===== src/rtl/div.sv =====
// div: multi-cycle radix-2 restoring 32-bit divider (MIPS DIV), quotient in lo, remainder in hi.
// Optional macro DIV_UNSIGNED_EN adds the div_unsigned input for DIVU semantics.
module div (
    input  logic        clk,
    input  logic        rst,
    input  logic        div_start,
`ifdef DIV_UNSIGNED_EN
    input  logic        div_unsigned,
`endif
    input  logic [31:0] A,
    input  logic [31:0] B,
    output logic [31:0] hi,
    output logic [31:0] lo,
    output logic        div_end,
    output logic        div_zero,
    output logic        busy
);

    typedef enum logic [1:0] {IDLE, CALC, FIX} state_t;

    state_t      state_q, state_d;
    logic        sa_q, sa_d, sb_q, sb_d;
    logic [31:0] mb_q, mb_d, q_q, q_d, r_q, r_d, hi_q, hi_d, lo_q, lo_d;
    logic [4:0]  n_q, n_d;
    logic        end_q, end_d, zero_q, zero_d, busy_q, busy_d;
    logic        us;
    logic [31:0] ma, mbv;
    logic [32:0] rs;
    logic [33:0] t;

`ifdef DIV_UNSIGNED_EN
    assign us = div_unsigned;
`else
    assign us = 1'b0;
`endif

    // Magnitudes; 0x80000000 negates to itself, which is the correct unsigned magnitude.
    assign ma  = (!us && A[31]) ? -A : A;
    assign mbv = (!us && B[31]) ? -B : B;
    // Remainder never exceeds |B|-1, so 32 bits hold it; the shifted-in value needs 33.
    assign rs  = {r_q, q_q[31]};
    assign t   = {1'b0, rs} - {2'b00, mb_q};

    // State register, updated on the falling edge.
    always_ff @(negedge clk or posedge rst)
        if (rst) state_q <= IDLE;
        else     state_q <= state_d;

    // Next-state logic: zero divisor skips the iteration phase.
    always_comb begin
        state_d = state_q;
        case (state_q)
            IDLE:    if (div_start) state_d = (B == 32'd0) ? FIX : CALC;
            CALC:    if (n_q == 5'd31) state_d = FIX;
            default: state_d = IDLE;
        endcase
    end

    // Datapath/output next values; Q starts as |A| so the zero-divisor path can rebuild A from it.
    always_comb begin
        sa_d   = sa_q;
        sb_d   = sb_q;
        mb_d   = mb_q;
        q_d    = q_q;
        r_d    = r_q;
        n_d    = n_q;
        hi_d   = hi_q;
        lo_d   = lo_q;
        zero_d = zero_q;
        busy_d = busy_q;
        end_d  = 1'b0;
        case (state_q)
            IDLE: if (div_start) begin
                sa_d   = !us && A[31];
                sb_d   = !us && B[31];
                mb_d   = mbv;
                q_d    = ma;
                r_d    = 32'd0;
                n_d    = 5'd0;
                zero_d = (B == 32'd0);
                busy_d = 1'b1;
            end
            CALC: begin
                r_d = t[33] ? rs[31:0] : t[31:0];
                q_d = {q_q[30:0], ~t[33]};
                n_d = n_q + 5'd1;
            end
            default: begin
                lo_d   = zero_q ? 32'hFFFF_FFFF : ((sa_q ^ sb_q) ? -q_q : q_q);
                hi_d   = zero_q ? (sa_q ? -q_q : q_q) : (sa_q ? -r_q : r_q);
                end_d  = 1'b1;
                busy_d = 1'b0;
            end
        endcase
    end

    // Datapath registers with asynchronous clear.
    always_ff @(negedge clk or posedge rst)
        if (rst) begin
            sa_q   <= 1'b0;
            sb_q   <= 1'b0;
            mb_q   <= 32'd0;
            q_q    <= 32'd0;
            r_q    <= 32'd0;
            n_q    <= 5'd0;
            hi_q   <= 32'd0;
            lo_q   <= 32'd0;
            end_q  <= 1'b0;
            zero_q <= 1'b0;
            busy_q <= 1'b0;
        end else begin
            sa_q   <= sa_d;
            sb_q   <= sb_d;
            mb_q   <= mb_d;
            q_q    <= q_d;
            r_q    <= r_d;
            n_q    <= n_d;
            hi_q   <= hi_d;
            lo_q   <= lo_d;
            end_q  <= end_d;
            zero_q <= zero_d;
            busy_q <= busy_d;
        end

    assign hi       = hi_q;
    assign lo       = lo_q;
    assign div_end  = end_q;
    assign div_zero = zero_q;
    assign busy     = busy_q;

endmodule


===== config.mk =====
export PLATFORM = sky130hd
export DESIGN_NAME = div
export DESIGN_NICKNAME = d
export VERILOG_FILES = /design/src/rtl/div.sv
export SDC_FILE = /design/constraint.sdc
export NUM_CORES = 1
export LEC_CHECK = 0
export ABC_AREA = 0
export BUFFER_PORTS_ARGS = -buffer_cell sky130_fd_sc_hd__buf_2
export CAP_MARGIN = 30
export CELL_PAD_IN_SITES_DETAIL_PLACEMENT = 1
export CELL_PAD_IN_SITES_GLOBAL_PLACEMENT = 2
export CORE_AREA = 5 5 199 201
export CTS_CLUSTER_SIZE = 8
export DETAILED_ROUTE_END_ITERATION = 8
export DIE_AREA = 0 0 204 206
export PLACE_DENSITY = 0.77
export SLEW_MARGIN = 40
export SYNTH_ARGS = -nofsm -noshare
export SYNTH_HDL_FRONTEND = slang
export SYNTH_SLANG_ARGS = --single-unit
export TNS_END_PERCENT = 20

===== constraint.sdc =====
create_clock -name clk -period 4.85 [get_ports clk]
set_clock_uncertainty 0.05 [all_clocks]
set_input_delay 0.7275 -clock clk [delete_from_list [all_inputs] [get_ports clk]]
set_output_delay 0.7275 -clock clk [all_outputs]
set_load 0.03 [all_outputs]

* After elaboration in Yosys (flattened, before gate mapping) *
Index checks and enable logic that the tools add are counted.

word-level totals
  register bits after elaboration = 172
  input port bits = 67
  output and inout port bits = 67
  logic and storage cells = 54

cells by class
  $add $sub $neg = 6
  equality and inequality tests = 4
  muxes and demuxes = 21
  bitwise gates (word level) = 3
  reductions and logical operators = 8

operators by type and width
  operator                                                         number
  32-bit 2-to-1 mux                                                10
  32-bit negator                                                   4
  32-bit case mux with 2 select lines                              2
  33-bit by 32-bit subtractor with 34-bit output                   1
  32-bit zero test                                                 1
  5-bit case mux with 2 select lines                               1
  2-bit AND reduction                                              4
  2-bit 2-to-1 mux                                                 3
  5-bit by 1-bit adder with 5-bit output, second input constant    1
  5-bit == test, second input constant                             1
  5-bit 2-to-1 mux                                                 1
  2-bit != test, second input constant                             2
  2-bit case mux with 2 select lines                               1
  2-bit by 1-bit == test with 1-bit output, second input constant  1
  2-bit zero test                                                  1
  1-bit 2-to-1 mux                                                 2
  1-bit NOT                                                        2
  1-bit case mux with 2 select lines                               1
  2-bit nonzero test                                               1
  2-bit OR reduction                                               1
  1-bit bitwise XOR                                                1

* Logic depth before layout (Yosys ltp) *
Gate-level depths: netlist of the first run.

  depth in word-level cells = 4
  gate-level depth with buffers = 14
  mapped depth without buffers = 13

==> impl_metrics.toml, run 1 <==
[place]
numPortBuffers = 133
place_area_um2 = 13600
dp.final_hpwl_mm = 31.5
gp_congestion = 0.841

[grt]
grt_pass1_wl_mm = 65.3
grt_overflow = 0
grt_max_degree = 89
antenna_found_initial = 0
first_global_vias = 11466
track_usage_pct = 19.5

[flow_run]
maxCapViolCount = 0

[power_and_ir_drop]
p_switching_uw = 5250
peakVddDrop_v = 0.000385
clock_power_share_pct = 12.7
seqPwrFrac_pct = 29.0
power_leakage_uw = 0.00608
p_per_area_nw_per_um2 = 716
p_int_uw = 5150
combPwrFrac_pct = 58.3
switching_share_pct = 50.5

[cells_and_area]
syn_to_final_growth_pct = 22.3
final_area_um2 = 14500
nets = 1699
final_util_pct = 38.8
drive_gt1_share_pct = 20.7

[route]
drtPass1Iterations = 4
ant_nets = 0
drc_errors = 0
wl_mm = 41.4
routedWlPerCell_um = 19.6
via_count = 11261
drt-vias-per-instance = 5.32
first_iter_violations = 593

[logic_synthesis]
syn_nets = 1550
synth_area_leader_cell = "dfrtn_1"
synth.cell_area_um2 = 11900
synth_top_area_share_pct = 36.2
synth_area_leaders = "dfrtn_1, xor2_1, nand2_1"
synth_ff_type = "dfrtn_1"
synth_commonest_cells = "dfrtn_1, nand2_1, a21oi_1"
synth-seq-cells = 172
synth_edf_count = 0
synth_cell_type_count = 67
ys_seq_area_share_pct = 36.2
yosysWarnings = 0
synth_most_common_cell = "dfrtn_1"
synth_cells = 1444
synth_area_per_cell_um2 = 8.22
synthArstFlopShare_pct = 100

[clock_tree]
cts.sinks = 172
cts_tree = "done"
clk_pin_slew_ps = 50
clk_latency_ps = 420
clockBufferDepth = 2
htreeDepth = 4
cts_made_buffers = 17
cts_root_buf = "clkbuf_16"

[critical_path]
critical_path_arrival_ps = 3290
path_class = "in2reg"
cp-start-kind = "primary input"
crit_chain = "buf_6 > or4_4 > or3_4 > or3_4 > or2_4 > or4_4 > o31ai_4 > xor2_1 > o21ai_1"
reg2reg_slack_ps = 1090
crit_fanout = 4
crit_path_max_incr_delay_ps = 530
r2r_cells = 9
crit_slowest_cell = "or4_4"
required_ps = 2630
crit_path_end_kind = "register"
r2r_end = "r_q[22]"
rr_startpoint = "r_q[8]"

[die]
fp.dieW_um = 204
initial_core_util_pct = 31.7
rows = 71
core_area_um2 = 37400
ioPinCount = 134
die-area_um2 = 42000
die_h_um = 206

[sta]
finalSetupViolCount = 33
slew_headroom_pct = 47.6
hold_violations = 0
tns_ps = -9340
drv_slew = 0
final.setup.worst_slack_ps = -656
max_slew.worst_pin.slew_ps = 786
rsz0062_at_grt = "yes"

[outcome]
failed_checks = "negative setup slack"
outcome = "complete, but fails checks"

[hold_path]
min_path_type = "reg2reg"
whs_path_depth = 2
worstHoldEndpoint = "mb_q[30]"
min_from = "mb_q[30]"
metal layers:
metal | vias to the layer above | track usage, % | wire (µm)
met1 | 5605 | 28.8 | 20700
met5 | - | 0 | 0
li1 | 5425 | - | -
met2 | 196 | 30.3 | 18400
met4 | 0 | 5.17 | 733
met3 | 35 | 2.56 | 1560
worst max path at each step:
stage | depth (start not counted) | slack, ps | start | endpoint
6_report | 9 | -660 | B[6] | mb_q[29]
5_1_grt | 9 | -720 | B[6] | mb_q[27]
4_1_cts | 9 | -620 | B[6] | mb_q[27]
3_5_place_dp | 9 | -1130 | B[6] | mb_q[29]
3_3_place_gp | 9 | -1110 | B[6] | mb_q[27]
2_1_floorplan | 8 | -900 | B[6] | mb_q[27]
worst max-delay path: cells and delay by family:
| family | cells | cell delay [ps] |
|---|---|---|
| buffers and inverters | 1 | 90 |
| AO/OA/AOI/OAI | 2 | 340 |
| XOR/XNOR | 1 | 160 |
| AND/OR/NAND/NOR | 5 | 1980 |
state kept, by name (all words and copies together) (netlist names):
signal,cells
div_zero,1
lo,32
mb_q,32
hi,32
sb_q,1
n_q,5
q_q,32
state_q,2
busy,1
r_q,32
div_end,1
sa_q,1
stage by stage:
stage	hold slack [ps]	worst slack, ps	instances	total power [µW]
2_1_floorplan	348	-897	1444	7110
3_3_place_gp	368	-1110	2078	8880
3_5_place_dp	380	-1130	2078	9040
4_1_cts	380	-618	2115	10400
5_1_grt	411	-722	2116	11200
6_report	374	-656	2118	10400
placed cells by master, fill, tap and decap left out, types with 8 or more instances in the layout:
cell       synthesis  routed
inv_1             58      57
buf_4              0      96
a22oi_1           12      12
nor2_1           108     105
ha_1              38      38
a21oi_1          119     119
o211ai_1          11      11
nand4_1            8       8
nor2b_1           12      12
nand2_1          168     166
o311ai_0          13      13
or4_1             17      16
buf_2              1     130
o22ai_1           30      29
o31ai_1           44      35
dfrtn_1          172     172
o41ai_1           14      10
a32oi_1            8       8
nand3_1           50      48
nor3_1            16      13
clkbuf_16          0      17
xor2_1           108     107
o21ai_1           14      20
a211oi_1           8       8
and3_1            11      11
o21ai_0          110      97
xnor2_1           64      64
a21o_1            18      18
or3_1             22      17
logic make-up after synthesis:
group	count (synthesis)	share of synthesized area, %
multiplexers	10	1.00
XOR/XNOR	172	12.7
AO/OA/AOI/OAI	434	22.8
AND/OR/NAND/NOR	451	17.9
adder cells (fa/ha/maj)	39	4.17
buffers and inverters	166	5.26
flip-flops	172	36.2
repair_timing:
item,in CTS,in global routing
endpoints found under the setup margin,36,38
setup buffers,6,2
hold buffers,0,0
resized for setup,17,50
pin swaps,7,29
power by group through the flow:
stage | Clock, µW | Combinational (µW) | Sequential [µW]
after global placement | 0 | 5910 | 2970
after global routing | 1410 | 6740 | 3090
after CTS | 1350 | 6090 | 2990
final | 1320 | 6060 | 3020
after floorplan | 0 | 4450 | 2660
after detailed placement | 0 | 6030 | 3010
area by class of cell:
type	instances	area, µm²
Sequential cell	172	4300
Clock buffer	20	457
Timing Repair Buffer	237	1540
Tap cell	511	639
Fill cell	4465	22900
Inverter	59	225
Antenna cell	2	5.00
Clock inverter	11	86.3
Multi-Input combinational cell	1106	7270
No activity file was read; power rests on OpenSTA's default activity.
==> inputs of run 2 (changes only) <==
--- a/config.mk
+++ b/config.mk
@@ -15,6 +15,7 @@
 export DETAILED_ROUTE_END_ITERATION = 8
 export DIE_AREA = 0 0 204 206
 export PLACE_DENSITY = 0.77
+export SKIP_CTS_REPAIR_TIMING = 1
 export SLEW_MARGIN = 40
 export SYNTH_ARGS = -nofsm -noshare
 export SYNTH_HDL_FRONTEND = slang
==> run 2 against run 1 <==
  * Cell count fell by 0.24%
  * Die area did not move
  * Critical endpoint unchanged
  * Critical path type unchanged
  * Largest power group unchanged
  * Worst hold slack barely moved
  * The flow still finishes with violations (negative setup slack)
  * Setup slack got worse by 20 ps
  * Sequential power barely moved
  * Count of clock-buffer cells in the layout did not move
  * Routed wire length fell by 0.71%
  * Register-to-register slack barely moved
==> impl_metrics.toml, run 2 (synthesized netlist as in run 1, its figures left out) <==
[sta]
hold_violations = 0
rsz0062_at_grt = "yes"
final.setup.worst_slack_ps = -676
slew_headroom_pct = 51.6
finalSetupViolCount = 35
drv_slew = 0
max_slew.worst_pin.slew_ps = 725

[cells_and_area]
drive_gt1_share_pct = 20.4
final_common_cell = "dfrtn_1"
final_area_um2 = 14400
final_util_pct = 38.6
syn_to_final_growth_pct = 21.7
final_cells = 2113
nets = 1695
final_cell_mix = "dfrtn_1, nand2_1, buf_2"

[power_and_ir_drop]
power_leakage_uw = 0.00605
clock_power_share_pct = 12.7
p_per_area_nw_per_um2 = 719
peakVddDrop_v = 0.000384
combPwrFrac_pct = 58.3
p_switching_uw = 5240
switching_share_pct = 50.4
seqPwrFrac_pct = 29.0
p_int_uw = 5150
power_uw = 10400

[grt]
grt_max_degree = 89
antenna_found_initial = 0
track_usage_pct = 19.4
grt_pass1_wl_mm = 65.0
grt_overflow = 0
first_global_vias = 11405

[critical_path]
required_ps = 2630
startpoint = "B[6]"
crit_fanout = 4
cp-start-kind = "primary input"
rr_startpoint = "r_q[8]"
path_class = "in2reg"
crit_path_end_kind = "register"
critical_path_arrival_ps = 3310

[route]
drt-vias-per-instance = 5.29
routedWlPerCell_um = 19.5
ant_nets = 0
first_iter_violations = 623
via_count = 11172
drtPass1Iterations = 4
wl_mm = 41.1
drc_errors = 0

[place]
placedCellCount = 2078
preCtsSetupSlack_ps = -1130
gp_congestion = 0.841
numPortBuffers = 133
dp.final_hpwl_mm = 31.5
place_area_um2 = 13600

[die]
core_area_um2 = 37400
die_h_um = 206
initial_core_util_pct = 31.7
die-area_um2 = 42000
rows = 71
fp.dieW_um = 204
ioPinCount = 134

[clock_tree]
clk_latency_ps = 420
clk_pin_slew_ps = 50
cts_tree = "done"
clockBufferDepth = 2
cts_root_buf = "clkbuf_16"
htreeDepth = 4
cts.sinks = 172
cts_made_buffers = 17

[flow_run]
maxCapViolCount = 0

[outcome]
failed_checks = "negative setup slack"
outcome = "complete, but fails checks"

[hold_path]
min_path_type = "reg2reg"
min_from = "mb_q[30]"
-- run 2: worst paths after layout --
kind,end,slack [ps],depth (start not counted)
max in group asynchronous,q_q[15],1390,3
setup reg to reg,r_q[22],1080,9
min in group asynchronous,hi[13],2630,2
hold / removal,mb_q[30],370,2
hold reg to reg,mb_q[30],370,2
setup / recovery,mb_q[29],-680,9
-- run 2: power groups by stage --
stage	logic, µW	clock network (µW)	registers, µW
floorplan	4450	0	2660
global placement	5910	0	2970
detailed placement	6030	0	3010
CTS	6080	1350	2990
global route	6730	1410	3090
finish	6050	1320	3010
-- run 2: layout make-up --
type	instances	area, µm²
inverter	59	225
clock buffer	20	457
antenna	1	2.50
tap	511	639
timing repair buffer	233	1510
fill	4463	23000
clock inverter	11	86.3
sequential	172	4300
multi-input combinational	1106	7230
-- run 2: critical path, cell delays in order --
cell,delay (ps)
buf_6,90
or4_4,530
or3_4,350
or3_4,370
or2_4,260
or4_4,480
o31ai_4,250
xor2_1,160
o21ai_1,90
-- run 2: stage by stage --
stage / setup TNS [ps] / hold slack (ps)
2_1_floorplan: -86470 / 348
3_3_place_gp: -27250 / 368
3_5_place_dp: -30080 / 380
4_1_cts: -11390 / 380
5_1_grt: -11740 / 411
6_report: -8870 / 374
-- run 2: per-layer routing --
metal / share of wire [%] / GRT usage (%)
met1: 50 / 28.8
met2: 45 / 30.0
met3: 3.6 / 2.51
met4: 1.7 / 5.07
met5: 0 / 0
